**src/rtl/pipe_pkg.sv**
```systemverilog
// pipe_pkg: shared pipeline constants, ctrl bit positions and the ID/EX register layout
package pipe_pkg;
  localparam logic [15:0] NOP_INSTR = 16'h0800;
  localparam int CTRL_REGDST_HI = 9;
  localparam int CTRL_REGDST_LO = 8;
  localparam int CTRL_REGWRITE  = 7;
  localparam int CTRL_MEMTOREG  = 6;
  localparam int CTRL_DMEMEN    = 5;
  localparam int CTRL_DMEMWRITE = 4;
  localparam int CTRL_ALUSRC2   = 3;
  localparam int CTRL_SET       = 2;
  localparam int CTRL_LBI       = 1;
  localparam int CTRL_PCIMM     = 0;
  localparam int RS_HI = 10;
  localparam int RS_LO = 8;
  localparam int RT_HI = 7;
  localparam int RT_LO = 5;
  typedef struct packed {
    logic [15:0] instr;
    logic [15:0] pc_inc;
    logic [15:0] rs_data;
    logic [15:0] rt_data;
    logic [15:0] imm;
    logic [9:0]  ctrl;
    logic        valid;
  } idex_t;
  function automatic logic [2:0] rs_of(input logic [15:0] instr);
    return instr[RS_HI:RS_LO];
  endfunction
  function automatic logic [2:0] rt_of(input logic [15:0] instr);
    return instr[RT_HI:RT_LO];
  endfunction
endpackage

```
**src/rtl/dff_ar.sv**
```systemverilog
// dff_ar: per-bit flip-flop bank with asynchronous active-high reset to RST_VAL
module dff_ar #(
  parameter int W = 1,
  parameter logic [W-1:0] RST_VAL = '0
) (
  input  logic         clk,
  input  logic         rst,
  input  logic [W-1:0] d,
  output logic [W-1:0] q
);
  for (genvar i = 0; i < W; i++) begin : g_bit
    always_ff @(posedge clk or posedge rst)
      if (rst) q[i] <= RST_VAL[i];
      else q[i] <= d[i];
  end
endmodule

```
**src/rtl/sat_counter.sv**
```systemverilog
// sat_counter: up-counter that sticks at all-ones, with synchronous clear and async reset
module sat_counter #(
  parameter int W = 16
) (
  input  logic         clk,
  input  logic         rst,
  input  logic         inc,
  input  logic         clr,
  output logic [W-1:0] q
);
  always_ff @(posedge clk or posedge rst)
    if (rst) q <= '0;
    else q <= clr ? '0 : (inc && !(&q)) ? q + 1'b1 : q;
endmodule

```
**src/rtl/idex_pipe_reg.sv**
```systemverilog
// idex_pipe_reg: ID/EX register with memory-stall hold, load-use bubble, branch squash and writeback refresh
module idex_pipe_reg #(
  parameter logic [15:0] NOP_INSTR = pipe_pkg::NOP_INSTR,
  parameter int CNT_W = 16
) (
  input  logic             clk,
  input  logic             rst,
  input  logic [15:0]      instr_id,
  input  logic [15:0]      pc_inc_id,
  input  logic [15:0]      rs_data_id,
  input  logic [15:0]      rt_data_id,
  input  logic [15:0]      imm_id,
  input  logic [9:0]       ctrl_id,
  input  logic             valid_id,
  input  logic             stall_mem,
  input  logic             exex_stall,
  input  logic             flush,
  input  logic             wb_en,
  input  logic [2:0]       wb_reg,
  input  logic [15:0]      wb_data,
  output logic [15:0]      instr_ex,
  output logic [15:0]      pc_inc_ex,
  output logic [15:0]      rs_data_ex,
  output logic [15:0]      rt_data_ex,
  output logic [15:0]      imm_ex,
  output logic [9:0]       ctrl_ex,
  output logic             valid_ex,
  output logic [CNT_W-1:0] bubble_cnt,
  output logic [CNT_W-1:0] flush_cnt
);
  import pipe_pkg::*;
  localparam idex_t BUBBLE = idex_t'({NOP_INSTR, {($bits(idex_t) - 16){1'b0}}});
  idex_t cur, nxt;
  logic kill, refresh_ok;
  logic [15:0] ref_instr;
  assign kill = flush | exex_stall;
  // A held instruction refreshes against its own fields; a loading one against the incoming fields
  assign ref_instr  = stall_mem ? cur.instr : instr_id;
  assign refresh_ok = wb_en && (stall_mem ? cur.valid : !kill);
  always_comb begin
    nxt = stall_mem ? cur : kill ? BUBBLE :
          '{instr_id, pc_inc_id, rs_data_id, rt_data_id, imm_id, ctrl_id, valid_id};
    if (refresh_ok && wb_reg == rs_of(ref_instr)) nxt.rs_data = wb_data;
    if (refresh_ok && wb_reg == rt_of(ref_instr)) nxt.rt_data = wb_data;
  end
  dff_ar #(.W($bits(idex_t)), .RST_VAL(BUBBLE)) u_reg (
    .clk(clk), .rst(rst), .d(nxt), .q(cur)
  );
  sat_counter #(.W(CNT_W)) u_bubble_cnt (
    .clk(clk), .rst(rst), .inc(!stall_mem && !flush && exex_stall), .clr(1'b0), .q(bubble_cnt)
  );
  sat_counter #(.W(CNT_W)) u_flush_cnt (
    .clk(clk), .rst(rst), .inc(!stall_mem && flush && valid_id), .clr(1'b0), .q(flush_cnt)
  );
  assign instr_ex   = cur.instr;
  assign pc_inc_ex  = cur.pc_inc;
  assign rs_data_ex = cur.rs_data;
  assign rt_data_ex = cur.rt_data;
  assign imm_ex     = cur.imm;
  assign ctrl_ex    = cur.ctrl;
  assign valid_ex   = cur.valid;
endmodule

```
**config.mk**
```make
export PLATFORM = sky130hd
export DESIGN_NAME = idex_pipe_reg
export DESIGN_NICKNAME = d
export VERILOG_FILES = /design/src/rtl/pipe_pkg.sv /design/src/rtl/dff_ar.sv /design/src/rtl/sat_counter.sv /design/src/rtl/idex_pipe_reg.sv
export SDC_FILE = /design/constraint.sdc
export NUM_CORES = 1
export LEC_CHECK = 0
export ABC_AREA = 1
export ABC_CLOCK_PERIOD_IN_PS = 5900
export CAP_MARGIN = 20
export CELL_PAD_IN_SITES_DETAIL_PLACEMENT = 0
export CELL_PAD_IN_SITES_GLOBAL_PLACEMENT = 2
export CORE_ASPECT_RATIO = 0.75
export CORE_MARGIN = 10
export CORE_UTILIZATION = 26
export CTS_CLUSTER_DIAMETER = 60
export CTS_CLUSTER_SIZE = 16
export DETAILED_ROUTE_END_ITERATION = 6
export PLACE_DENSITY_LB_ADDON = 0.1
export SLEW_MARGIN = 20
export SYNTH_ARGS = -nofsm -noshare
export SYNTH_HDL_FRONTEND = slang
export SYNTH_HIERARCHICAL = 1
export SYNTH_SLANG_ARGS = --single-unit
```
**constraint.sdc**
```tcl
create_clock -name clk -period 5.9 [get_ports clk]
set_input_delay 1.18 -clock clk [delete_from_list [all_inputs] [get_ports clk]]
set_output_delay 1.18 -clock clk [all_outputs]
set_load 0.01 [all_outputs]
```
==> metrics.txt, run 1 <==
Comb power frac=13.9%; clock share of power=47.3%; CP Class=in2reg; Final min period=3.13 ns; Area Overhead vs Synth=53.6%; sequential area share after synthesis=51.0%; CTS Buffer Depth=2; DR iter-0 viols=312; status=complete, no violations; Total Die Area=29800 um2; yosys warns=6; total CTS buffers=17; Vias=5607; cell internal pwr=0.00173 W; GRT busiest layer=met2; I/O pin cnt=239; final net count=1083; GP Congestion=0.731; Slew Limit Headroom=30.8%; Yosys top cell by area=dfrtp_1; Vias/cell=4.39; Setup TNS=0 ns; H-tree levels=4; CTS Sinks=123; Fin. Hold Viols=0; WP data required=6.20 ns; Max Clk Rate=319 MHz; most common cell after layout, fill and taps aside=nand2_1; Site Rows=48; arrival time at the worst endpoint=3.43 ns; Initial Utilization=26.3%; Yosys reg bits=123; Placeable Area=22900 um2; met2 Track Usage GR=23.8%; RR Startpoint=u_flush_cnt/q[0]; first-pass GRT wire length=36200 um; actual slew at the worst max-slew pin=1.04 ns; grt total ovfl=0; Reg clk slew, reported paths=0.07 ns; met1 Usage GRT=19.7%; initial antenna violation count=3; largest net degree at the start of global routing=55; setup repair bufs after CTS=0; Total Wirelength=23300 um; die span in y=152 um; vias in the first global route=5809; Yosys top cell area share=50.5%; Synth Instances=725; Antenna Nets Post-Route=0; Hold Crit Class=reg2reg; DRC violations left=0; PostCTS Resize Cnt=0; hpwl dp=16900 um; peak supply drop=0.186 mV; crit share post-route=53.1%; Layout fillers=2388; die width=196 um; Final Slew Violations=0; critical path peak fanout=51; CTS tree=done; skew final=0.0120 ns; worst hold path startpoint=u_reg/q[65]; Buffers on Ports=238; clock root buffer=clkbuf_16; Leak Pwr=4.33 nW; drt first pass iters=4; Sw Share=26.3%; Setup Viol. Count Final=0; Total Routing Usage GR=15.4%; share of cells above drive strength 1=7.06%; pwr/cell area=252 nW/um2; top post-synthesis cells by area=dfrtp_1 (51%), nand2_1 (18%), a22o_1 (7.4%), nand3_1 (5.5%), nor2_1 (2.6%); grt met3 use=6.53%; most frequent cells in the layout=nand2_1 (297), clkdlybuf4s50_1 (237), dfrtp_1 (122); Max-Cap Viols=0; Switching Power=0.000615 W; clk_lat worst skew=0.42 ns; RSZ-0062 raised after global routing=false; DR WL/cell=18.2 um; Worst setup SP type=input pin; synthesized cell area=6040 um2; sequential fraction of design power=38.8%; crit path capture type=register; post-layout util=40.5%; Worst Setup SP=stall_mem; cts hold-fix bufs=0; synthesized area per cell=8.33 um2; Cell variety after synth=31
[final timing paths]
path	end	slack, ns	depth (start not counted)
setup reg to reg	u_flush_cnt/q[0]	3.86	8
setup / recovery	u_reg/q[54]	2.77	9
hold reg to reg	u_reg/q[65]	0.51	1
max in group asynchronous	u_reg/q[29]	3.55	3
hold / removal	u_reg/q[65]	0.51	1
min in group asynchronous	u_reg/q[10]	1.31	2
[worst max-delay path, cell delays in order]
cell and delay [ns]:
buf_4 0.44, buf_4 0.55, nand2_2 0.11, nand3_1 0.11, nand2_1 0.09, nor2_4 0.44
nand2_4 0.27, nand2_1 0.13, nand2_1 0.07
[through the flow]
stage                     power [W]  instance area (um2)  cells  hold slack [ns]  setup slack (ns)
after CTS                   0.00238                 9280   1277            0.513              2.72
after floorplan             0.00105                 6080    736            0.546              2.36
after detailed placement    0.00125                 8670   1246            0.496              2.28
final                       0.00234                 9280   1278            0.506              2.77
after global routing        0.00245                 9280   1277            0.521              2.48
after global placement      0.00126                 8670   1246            0.494              2.33
[cell usage after synthesis]
master and n:
nand2_1 297, dfrtp_1 122, nand3_1 66, a22o_1 51
nor2_1 42, inv_1 31, nand4_1 14, o21ai_0 11
a21oi_1 10, buf_2 9, nand2_2 9, buf_1 7
buf_6 7, nor2_4 7, xor2_1 6, buf_4 4
clkbuf_1 4, inv_2 4, or2_2 4, nand2_4 3
clkinv_2 2, ha_1 2, o211ai_1 2, o21ai_1 2
o21ai_4 2, xnor2_1 2, conb_1 1, dfstp_2 1
nor2_8 1, nor3_1 1, o22a_1 1
[kinds of logic after synthesis]
logic type	after synthesis	share of synthesized area (%)
AOI/OAI and AO/OA	79	10.2
xor gates and xnor gates	8	1.16
adders and majority gates	2	0.414
buffers and inverters	68	5.57
DFF	123	51.0
other	1	0.0621
and+or+nand+nor	444	31.6
[state kept, by name, summed over array words and instances, names as in the netlist]
name	cells
u_reg/q	91
u_bubble_cnt/q	16
u_flush_cnt/q	16
[power groups by stage]
stage | Combinational [W] | Clock (W) | Sequential [W]
floorplan | 0.000114 | 0 | 0.000939
finish | 0.000326 | 0.00111 | 0.000909
global route | 0.000357 | 0.00118 | 0.000913
global placement | 0.000333 | 0 | 0.000924
CTS | 0.000333 | 0.00114 | 0.000909
detailed placement | 0.000332 | 0 | 0.000922
[layer usage]
metal / up-vias / share of wire (%)
met5: - / 0.13
met4: 4 / 0.70
met3: 16 / 8.2
met2: 136 / 46
met1: 2602 / 45
li1: 2849 / -
[final cells by class]
class                   instances  area [um2]  share of cell area (%)
diodes                          1        2.50                  0.0270
clock buffers                  17         425                    4.58
clock inverters                14         184                    1.98
inverters                      37         144                    1.55
multi-input cells             545        2670                    28.7
flip-flops and latches        123        3080                    33.2
well taps                     300         375                    4.04
repair buffers                241        2400                    25.9
(Power assumes the default switching activity.)
==> run 2: changes to the inputs <==
--- a/config.mk
+++ b/config.mk
@@ -6,13 +6,13 @@
 export NUM_CORES = 1
 export LEC_CHECK = 0
 export ABC_AREA = 1
-export ABC_CLOCK_PERIOD_IN_PS = 5900
+export ABC_CLOCK_PERIOD_IN_PS = 2900
 export CAP_MARGIN = 20
 export CELL_PAD_IN_SITES_DETAIL_PLACEMENT = 0
 export CELL_PAD_IN_SITES_GLOBAL_PLACEMENT = 2
 export CORE_ASPECT_RATIO = 0.75
 export CORE_MARGIN = 10
-export CORE_UTILIZATION = 26
+export CORE_UTILIZATION = 24
 export CTS_CLUSTER_DIAMETER = 60
 export CTS_CLUSTER_SIZE = 16
 export DETAILED_ROUTE_END_ITERATION = 6
==> constraint.sdc (replaced) <==
create_clock -name clk -period 2.9 [get_ports clk]
set_input_delay 0.58 -clock clk [delete_from_list [all_inputs] [get_ports clk]]
set_output_delay 0.58 -clock clk [all_outputs]
set_load 0.01 [all_outputs]
==> run 2 against run 1 <==
- first-iteration DRC count is 15% lower
- clock-buffer cell count rose by 1
- sequential share of layout area is 0.68 points lower
- routed wire length barely moved
- non-clock buffer count increased by 12
- register-to-register slack worse by 2.8 ns
- setup slack worse by 2.0 ns
- clock skew is 0.0013 ns lower
- final cell count is 4.1% higher
- hold slack got worse by 0.0011 ns
- critical endpoint is now flush_cnt[7]
==> metrics.txt, run 2 (synthesized netlist as in run 1, its figures left out) <==
DRC violations left=0 (unchanged); Area Overhead vs Synth=56.8%; CP Class=reg2out; crit path cell chain=clkdlybuf4s50_1; critical path peak fanout=6 (-88%); I/O pin cnt=239 (unchanged); Largest Register=u_reg/q; RSZ-0062 raised after global routing=false; status=complete, no violations; Reg clk slew, reported paths=0.06 ns (about the same); worst path bufs/invs=1 (-1); Antenna Nets Post-Route=0 (unchanged); sequential fraction of design power=38.4% (-0.4 points); WP data required=2.32 ns (-3.88 ns); GP Congestion=0.744 (+1.9%); Placed Cells=1296 (+4.0%); skew final=0.0106 ns (-0.00133 ns); arrival time at the worst endpoint=1.56 ns (-1.87 ns); pwr/cell area=507 nW/um2 (+100%); die span in y=157 um (+3.5%); peak supply drop=0.375 mV (+100%); Leak Pwr=4.40 nW (+1.7%); initial antenna violation count=1 (-2); Total Wirelength=23300 um (about the same); Total Routing Usage GR=14.2% (-1.2 points); CTS tree=done; final net count=1095 (+1.1%); Max-Cap Viols=0 (unchanged); cts hold-fix bufs=0 (unchanged); Max stage delay on crit path=0.61 ns (+0.06 ns); largest net degree at the start of global routing=68 (+24%); Sw Share=26.0% (-0.29 points); Max Clk Rate=467 MHz; H-tree levels=4 (unchanged); Buffers on Ports=238 (unchanged); CP top delay family=buffers and inverters; cell internal pwr=0.00355 W (+110%); first-pass GRT wire length=34900 um (-3.7%); CTS Sinks=123 (unchanged); share of cells above drive strength 1=8.28% (+1.2 points); actual slew at the worst max-slew pin=0.758 ns (-0.279 ns); total design power=0.00480 W (+100%); die width=203 um (+3.7%); Vias=5699 (+1.6%); Setup TNS=0 ns (unchanged); Top Registers=u_reg/q: 91 flops, u_bubble_cnt/q: 16 flops, u_flush_cnt/q: 16 flops; DR WL/cell=17.5 um (-3.9%); crit path capture type=output port; clock share of power=47.4% (about the same); Slew Limit Headroom=49.5% (+19 points); Worst setup SP type=register; DR iter-0 viols=265 (-15%); Switching Power=0.00125 W (+100%); most common cell after layout, fill and taps aside=nand2_1; total CTS buffers=17 (unchanged); clock root buffer=clkbuf_16; Initial Utilization=24.3% (-2.1 points); Total Die Area=32000 um2 (+7.3%); Hold Crit Class=reg2reg; Fin. Hold Viols=0 (unchanged); Comb power frac=14.2% (+0.3 points); Site Rows=50 (+4.2%); crit share post-route=73.8%; Final min period=2.14 ns; vias in the first global route=5648 (-2.8%); Placeable Area=24900 um2 (+8.5%); setup repair bufs after CTS=0 (unchanged); Worst path slowest cell=clkdlybuf4s50_1; post-route insts no fill=1330 (+4.1%); most frequent cells in the layout=nand2_1 (297), clkdlybuf4s50_1 (237), dfrtp_1 (122); Setup Viol. Count Final=0 (unchanged); clk_lat worst skew=0.42 ns (about the same); CTS Buffer Depth=2 (unchanged); max FFs per register=91 (unchanged); Vias/cell=4.28 (-2.3%); Final Slew Violations=0 (unchanged); drt first pass iters=6 (+2); PostCTS Resize Cnt=0 (unchanged); grt total ovfl=0 (unchanged); hpwl dp=17800 um (+5.0%)
[run 2: per-layer routing]
layer	wire length [um]	global-route usage (%)	vias to the layer above
li1	-	-	2870
met5	0	0	-
met2	10100	20.9	160
met4	230	4.29	0
met3	1590	4.97	14
met1	11300	19.1	2655
[run 2: path summary, 6_finish.rpt]
| kind | from | to | slack, ns | depth (start not counted) |
|---|---|---|---|---|
| min in group asynchronous | rst | u_reg/q[79] | 0.58 | 2 |
| hold reg to reg | u_reg/q[20] | u_reg/q[20] | 0.51 | 1 |
| setup reg to reg | u_bubble_cnt/q[0] | u_bubble_cnt/q[2] | 1.09 | 9 |
| hold / removal | u_reg/q[20] | u_reg/q[20] | 0.51 | 1 |
| max in group asynchronous | rst | u_reg/q[75] | 1.72 | 3 |
| setup / recovery | u_flush_cnt/q[7] | flush_cnt[7] | 0.76 | 1 |
[run 2: metrics by stage]
stage | instance area, um2 | utilization, % | hold WS (ns) | setup slack (ns)
global placement | 8840 | 35.5 | 0.492 | 0.379
floorplan | 6090 | - | 0.494 | 0.722
CTS | 9470 | 38.0 | 0.512 | 0.743
global route | 9470 | 38.0 | 0.518 | 0.698
detailed placement | 8840 | 35.5 | 0.496 | 0.419
finish | 9470 | 38.1 | 0.505 | 0.759
[run 2: power groups by stage]
stage	clock network [W]	registers, W	logic [W]
floorplan	0	0.00191	0.000232
global placement	0	0.00188	0.000694
detailed placement	0	0.00188	0.000691
CTS	0.00234	0.00185	0.000695
global route	0.00241	0.00186	0.000742
finish	0.00227	0.00185	0.000681
[run 2: cell type report]
class                   count  area, um2
flip-flops and latches    123       3080
repair buffers            253       2530
clock buffers              18        439
fillers                  2615      15400
multi-input cells         545       2670
inverters                  37        145
well taps                 338        423
diodes                      2       5.00
clock inverters            14        185
==> run 3: changes to the inputs <==
--- a/config.mk
+++ b/config.mk
@@ -6,13 +6,13 @@
 export NUM_CORES = 1
 export LEC_CHECK = 0
 export ABC_AREA = 1
-export ABC_CLOCK_PERIOD_IN_PS = 2900
+export ABC_CLOCK_PERIOD_IN_PS = 1800
 export CAP_MARGIN = 20
 export CELL_PAD_IN_SITES_DETAIL_PLACEMENT = 0
 export CELL_PAD_IN_SITES_GLOBAL_PLACEMENT = 2
 export CORE_ASPECT_RATIO = 0.75
 export CORE_MARGIN = 10
-export CORE_UTILIZATION = 24
+export CORE_UTILIZATION = 22
 export CTS_CLUSTER_DIAMETER = 60
 export CTS_CLUSTER_SIZE = 16
 export DETAILED_ROUTE_END_ITERATION = 6
==> constraint.sdc (replaced) <==
create_clock -name clk -period 1.8 [get_ports clk]
set_input_delay 0.36 -clock clk [delete_from_list [all_inputs] [get_ports clk]]
set_output_delay 0.36 -clock clk [all_outputs]
set_load 0.01 [all_outputs]
==> run 3 against run 2 <==
- die area is 8.0% higher
- first-iteration DRC count up 36%
- combinational power increased by 69%
- sequential cell count is the same
- via count up 1.5%
- register-to-register slack worse by 0.92 ns
- clock power up 60%
- global-route usage decreased by 0.15 points
- cell area up 3.4%
- routed wire length increased by 4.3%
- clock skew fell by 0.0017 ns
==> metrics.txt, run 3 (synthesized netlist as in run 1, its figures left out) <==
status=complete, no violations; CTS Sinks=123 (unchanged); Max-Cap Viols=0 (unchanged); Placeable Area=27000 um2 (+8.4%); crit path capture type=output port; die span in y=164 um (+3.9%); Buffers on Ports=238 (unchanged); Largest Register=u_reg/q; CP top delay family=buffers and inverters; register area=3090 um2 (+0.49%); Total Wirelength=24300 um (+4.3%); Setup Viol. Count Final=0 (unchanged); Top Registers=u_reg/q: 91 flops, u_bubble_cnt/q: 16 flops, u_flush_cnt/q: 16 flops; RSZ-0062 raised after global routing=false; skew final=0.00891 ns (-0.00172 ns); Max stage delay on crit path=0.56 ns (-0.05 ns); total CTS buffers=17 (unchanged); worst path bufs/invs=1 (unchanged); DR WL/cell=17.6 um (+0.66%); CTS tree=done; Reg clk slew, reported paths=0.06 ns (about the same); initial antenna violation count=2 (+1); total design power=0.00776 W (+62%); Multi-input gate area=2670 um2 (+0.19%); post-route insts no fill=1378 (+3.6%); Total Die Area=34600 um2 (+8.0%); Area Overhead vs Synth=62.2%; CTS Buffer Depth=2 (unchanged); Final Slew Violations=0 (unchanged); crit share post-route=96.5%; Initial Utilization=22.4% (-1.9 points); arrival time at the worst endpoint=1.38 ns (-0.18 ns); Total Routing Usage GR=14.1% (-0.15 points); largest net degree at the start of global routing=68 (unchanged); Worst path slowest cell=clkdlybuf4s50_1; peak supply drop=0.501 mV (+34%); vias in the first global route=5975 (+5.8%); WP data required=1.44 ns (-0.88 ns); Antenna Nets Post-Route=0 (unchanged); Final min period=1.74 ns; hpwl dp=18400 um (+3.9%); Layout fillers=2818 (+7.8%); share of cells above drive strength 1=12.6% (+4.3 points); clock root buffer=clkbuf_16; DR iter-0 viols=361 (+36%); CP Class=reg2out; DRC violations left=0 (unchanged); H-tree levels=4 (unchanged); Leak Pwr=4.81 nW (+9.2%); most common cell after layout, fill and taps aside=nand2_1; clk_lat worst skew=0.42 ns (about the same); critical path peak fanout=2 (-4); cts hold-fix bufs=0 (unchanged); max FFs per register=91 (unchanged); grt total ovfl=0 (unchanged); Vias=5783 (+1.5%); crit path cell chain=clkdlybuf4s50_1; Vias/cell=4.20 (-2.1%); drt first pass iters=4 (-2); pwr/cell area=792 nW/um2 (+56%); Site Rows=52 (+4.0%); Hold Crit Class=in2async; die width=211 um (+4.0%); Fin. Hold Viols=0 (unchanged); Max Clk Rate=576 MHz; I/O pin cnt=239 (unchanged); Worst setup SP type=register; first-pass GRT wire length=37100 um (+6.5%); final net count=1130 (+3.2%); hold_ws=0.347 ns (-0.158 ns); most frequent cells in the layout=nand2_1 (297), clkdlybuf4s50_1 (211), dfrtp_1 (110); GP Congestion=0.735 (-1.3%); Placed Cells=1336 (+3.1%)
[run 3: cell types whose count changed in the layout (fill, tap and decap cells not counted), sizes merged]
| cell | previous run | this run |
|---|---|---|
| clkinvlp | 4 | 2 |
| clkdlybuf4s50 | 237 | 211 |
| dlymetal6s2s | 0 | 8 |
| buf | 16 | 51 |
| clkinv | 5 | 7 |
| dlygate4sd2 | 0 | 18 |
[run 3: final cells by class]
| cell class | count | area share (%) |
|---|---|---|
| flip-flops and latches | 123 | 31.6 |
| repair buffers | 288 | 28.9 |
| multi-input cells | 545 | 27.3 |
| well taps | 351 | 4.48 |
| clock buffers | 18 | 4.38 |
| clock inverters | 14 | 1.89 |
| inverters | 37 | 1.49 |
| diodes | 2 | 0.0511 |
[run 3: path summary, 6_finish.rpt]
path / start / endpoint / slack, ns / cells past startpoint
worst max-delay path: u_reg/q[0] / valid_ex / 0.06 / 1
worst min-delay path: rst / u_reg/q[84] / 0.35 / 2
worst max register to register: u_bubble_cnt/q[1] / u_bubble_cnt/q[7] / 0.17 / 9
worst min register to register: u_reg/q[60] / u_reg/q[60] / 0.50 / 1
max in group asynchronous: rst / u_reg/q[14] / 0.91 / 3
min in group clk: stall_mem / u_reg/q[81] / 0.35 / 3
[run 3: what timing repair did]
action	CTS	global route
endpoints found under the hold margin	0	0
gates resized for setup	30	9
setup endpoints to repair	30	10
buffers inserted	6	2
[run 3: through the flow]
| step | instance area, um2 | utilization [%] | TNS, ns | setup slack, ns |
|---|---|---|---|---|
| final | 9800 | 36.3 | 0 | 0.0631 |
| after global routing | 9800 | 36.3 | 0 | 0.000725 |
| after CTS | 9760 | 36.1 | 0 | 0.000758 |
| after detailed placement | 9110 | 33.7 | -8.29 | -0.158 |
| after global placement | 9110 | 33.7 | -5.14 | -0.111 |
| after floorplan | 6090 | - | 0 | 0.00115 |
[run 3: where the power goes]
group | total (W) | leakage, nW | internal, W | switching (W)
sequential | 0.00297 | 1.65 | 0.00290 | 0.0000764
combinational | 0.00115 | 2.86 | 0.000617 | 0.000535
clock | 0.00364 | 0.296 | 0.00221 | 0.00143
[run 3: layer usage]
| metal | GRT usage [%] | part of all wire [%] | vias up |
|---|---|---|---|
| met5 | 0 | 0 | - |
| met1 | 19.8 | 51 | 2677 |
| met3 | 4.33 | 5.9 | 13 |
| met2 | 20.0 | 42 | 144 |
| met4 | 4.17 | 1.1 | 0 |
| li1 | - | - | 2949 |
==> patch (config.mk and constraints of run 3) <==
Reset style: synchronous (`rst`), changed in 2 clocked blocks. Comments in the files are not updated.
--- a/src/rtl/dff_ar.sv
+++ b/src/rtl/dff_ar.sv
@@ -9,7 +9,7 @@
   output logic [W-1:0] q
 );
   for (genvar i = 0; i < W; i++) begin : g_bit
-    always_ff @(posedge clk or posedge rst)
+    always_ff @(posedge clk)
       if (rst) q[i] <= RST_VAL[i];
       else q[i] <= d[i];
   end
--- a/src/rtl/sat_counter.sv
+++ b/src/rtl/sat_counter.sv
@@ -8,7 +8,7 @@
   input  logic         clr,
   output logic [W-1:0] q
 );
-  always_ff @(posedge clk or posedge rst)
+  always_ff @(posedge clk)
     if (rst) q <= '0;
     else q <= clr ? '0 : (inc && !(&q)) ? q + 1'b1 : q;
 endmodule
Formal check against the unedited RTL: differs if rst is asserted again (counterexample within 4 cycles, from zero or initial values and one cycle with rst high); with rst held inactive, the same outputs for 10 cycles.
==> patch against run 3 <==
Largest power group unchanged. Die area rose by 2.3%. Total power down 8.7%. Synthesized area increased by 2.6%. Design area is 0.43% lower. Sequential cell count stayed put. Wire length up 4.5%. Critical path depth unchanged. Critical endpoint is now rs_data_ex[9]. Count of clock-buffer cells in the layout grew 5. Via count grew 9.5%. Clock power decreased by 6.9%. Combinational power fell by 23%. Setup slack worse by 0.00072 ns. Synthesized cell count up 27%.
==> patch: results (changes against run 3) <==
area share of fa/ha/maj cells after synthesis 0.404% (-0.010 points); Design Power 0.00708 W (-8.7%); Syn-to-layout area delta 57.4%; Placer Congestion 0.732 (-0.46%); FF-to-FF Start u_bubble_cnt/q[1]$_SDFFE_PP0P_; met2 global-route usage 20.5% (+0.44 points); CP Capture Point rs_data_ex[9]; multi-input gate share of total cell area 30.7% (+3.5 points); P_sw 0.00174 W (-15%); Combinational Power 0.000884 W (-23%); hpwl dp 19000 um (+3.2%); M3 GR Usage 4.04% (-0.29 points); Unique masters post-synth 32 (+3.2%); ys flop type dfxtp_1; worst setup path start u_reg/q[52]$_SDFF_PP0_; drt wl/cell 16.1 um (-8.4%); Non-clock buffer share 28.5% (-0.32 points); largest net degree at the start of global routing 88 (+29%); Synth top cells by count nand2_1, nor2_1, dfxtp_1; fin nets 1294 (+15%); invs w/o clock 120 (+220%); Synth area leaders dfxtp_1, nand2_1, nor2_1, a22o_1, inv_1; Compound-Gate Fraction of Synth Area 10.2% (about the same); area post-placement 9160 sq um (+0.58%); clkbuf count 23 (+5); outcome finished, final reports clean; initial antenna violation count 0 (-2); ys async rst share 0% (-100 points); # Post-CTS Setup Buffers 0 (-6); number of diodes 0 (-2); Seq area share 25.4% (-6.1 points); Pleak 4.17 nW (-13%); Reg2Reg Setup Slack 0.28 ns (+0.11 ns); Multi-In Gates 639 (+17%); detailed-route via count 6332 (+9.5%); fillers 2984 (+5.9%); Sequential Power Share 39.7% (+1.4 points); FF-to-FF path depth 7 (-2); vias in the first global route 6131 (+2.6%); dpl cells 1542 (+15%); Post-Route WL 25300 um (+4.5%); mean post-synth cell area 6.74 sq um (-19%); GR Util met1 19.6% (-0.18 points); bufs w/o clock 275 (-4.5%); worst min path class input pin to register; GRT Resource Usage Total 14.0% (-0.036 points); sequential area share after synthesis 39.7% (-11 points)
patch: cell count changes after synthesis, sizes merged, moves of 8 or more:
cell / change
a21oi: +10
nand4: -8
nor2: +141
dfxtp: +123
nand2: -27
dfrtp: -122
clkbuf: +10
inv: +83
patch: worst min path at each step:
| stage | end | slack, ns | cells past startpoint |
|---|---|---|---|
| final | u_reg/q[90]$_SDFF_PP0_ | 0.18 | 2 |
| after global routing | u_reg/q[90]$_SDFF_PP0_ | 0.17 | 2 |
| after CTS | u_reg/q[90]$_SDFF_PP0_ | 0.16 | 2 |
| after detailed placement | u_bubble_cnt/q[14]$_SDFFE_PP0P_ | 0.53 | 2 |
| after global placement | u_flush_cnt/q[6]$_SDFFE_PP0P_ | 0.53 | 2 |
| after floorplan | u_flush_cnt/q[12]$_SDFFE_PP0P_ | 0.52 | 2 |
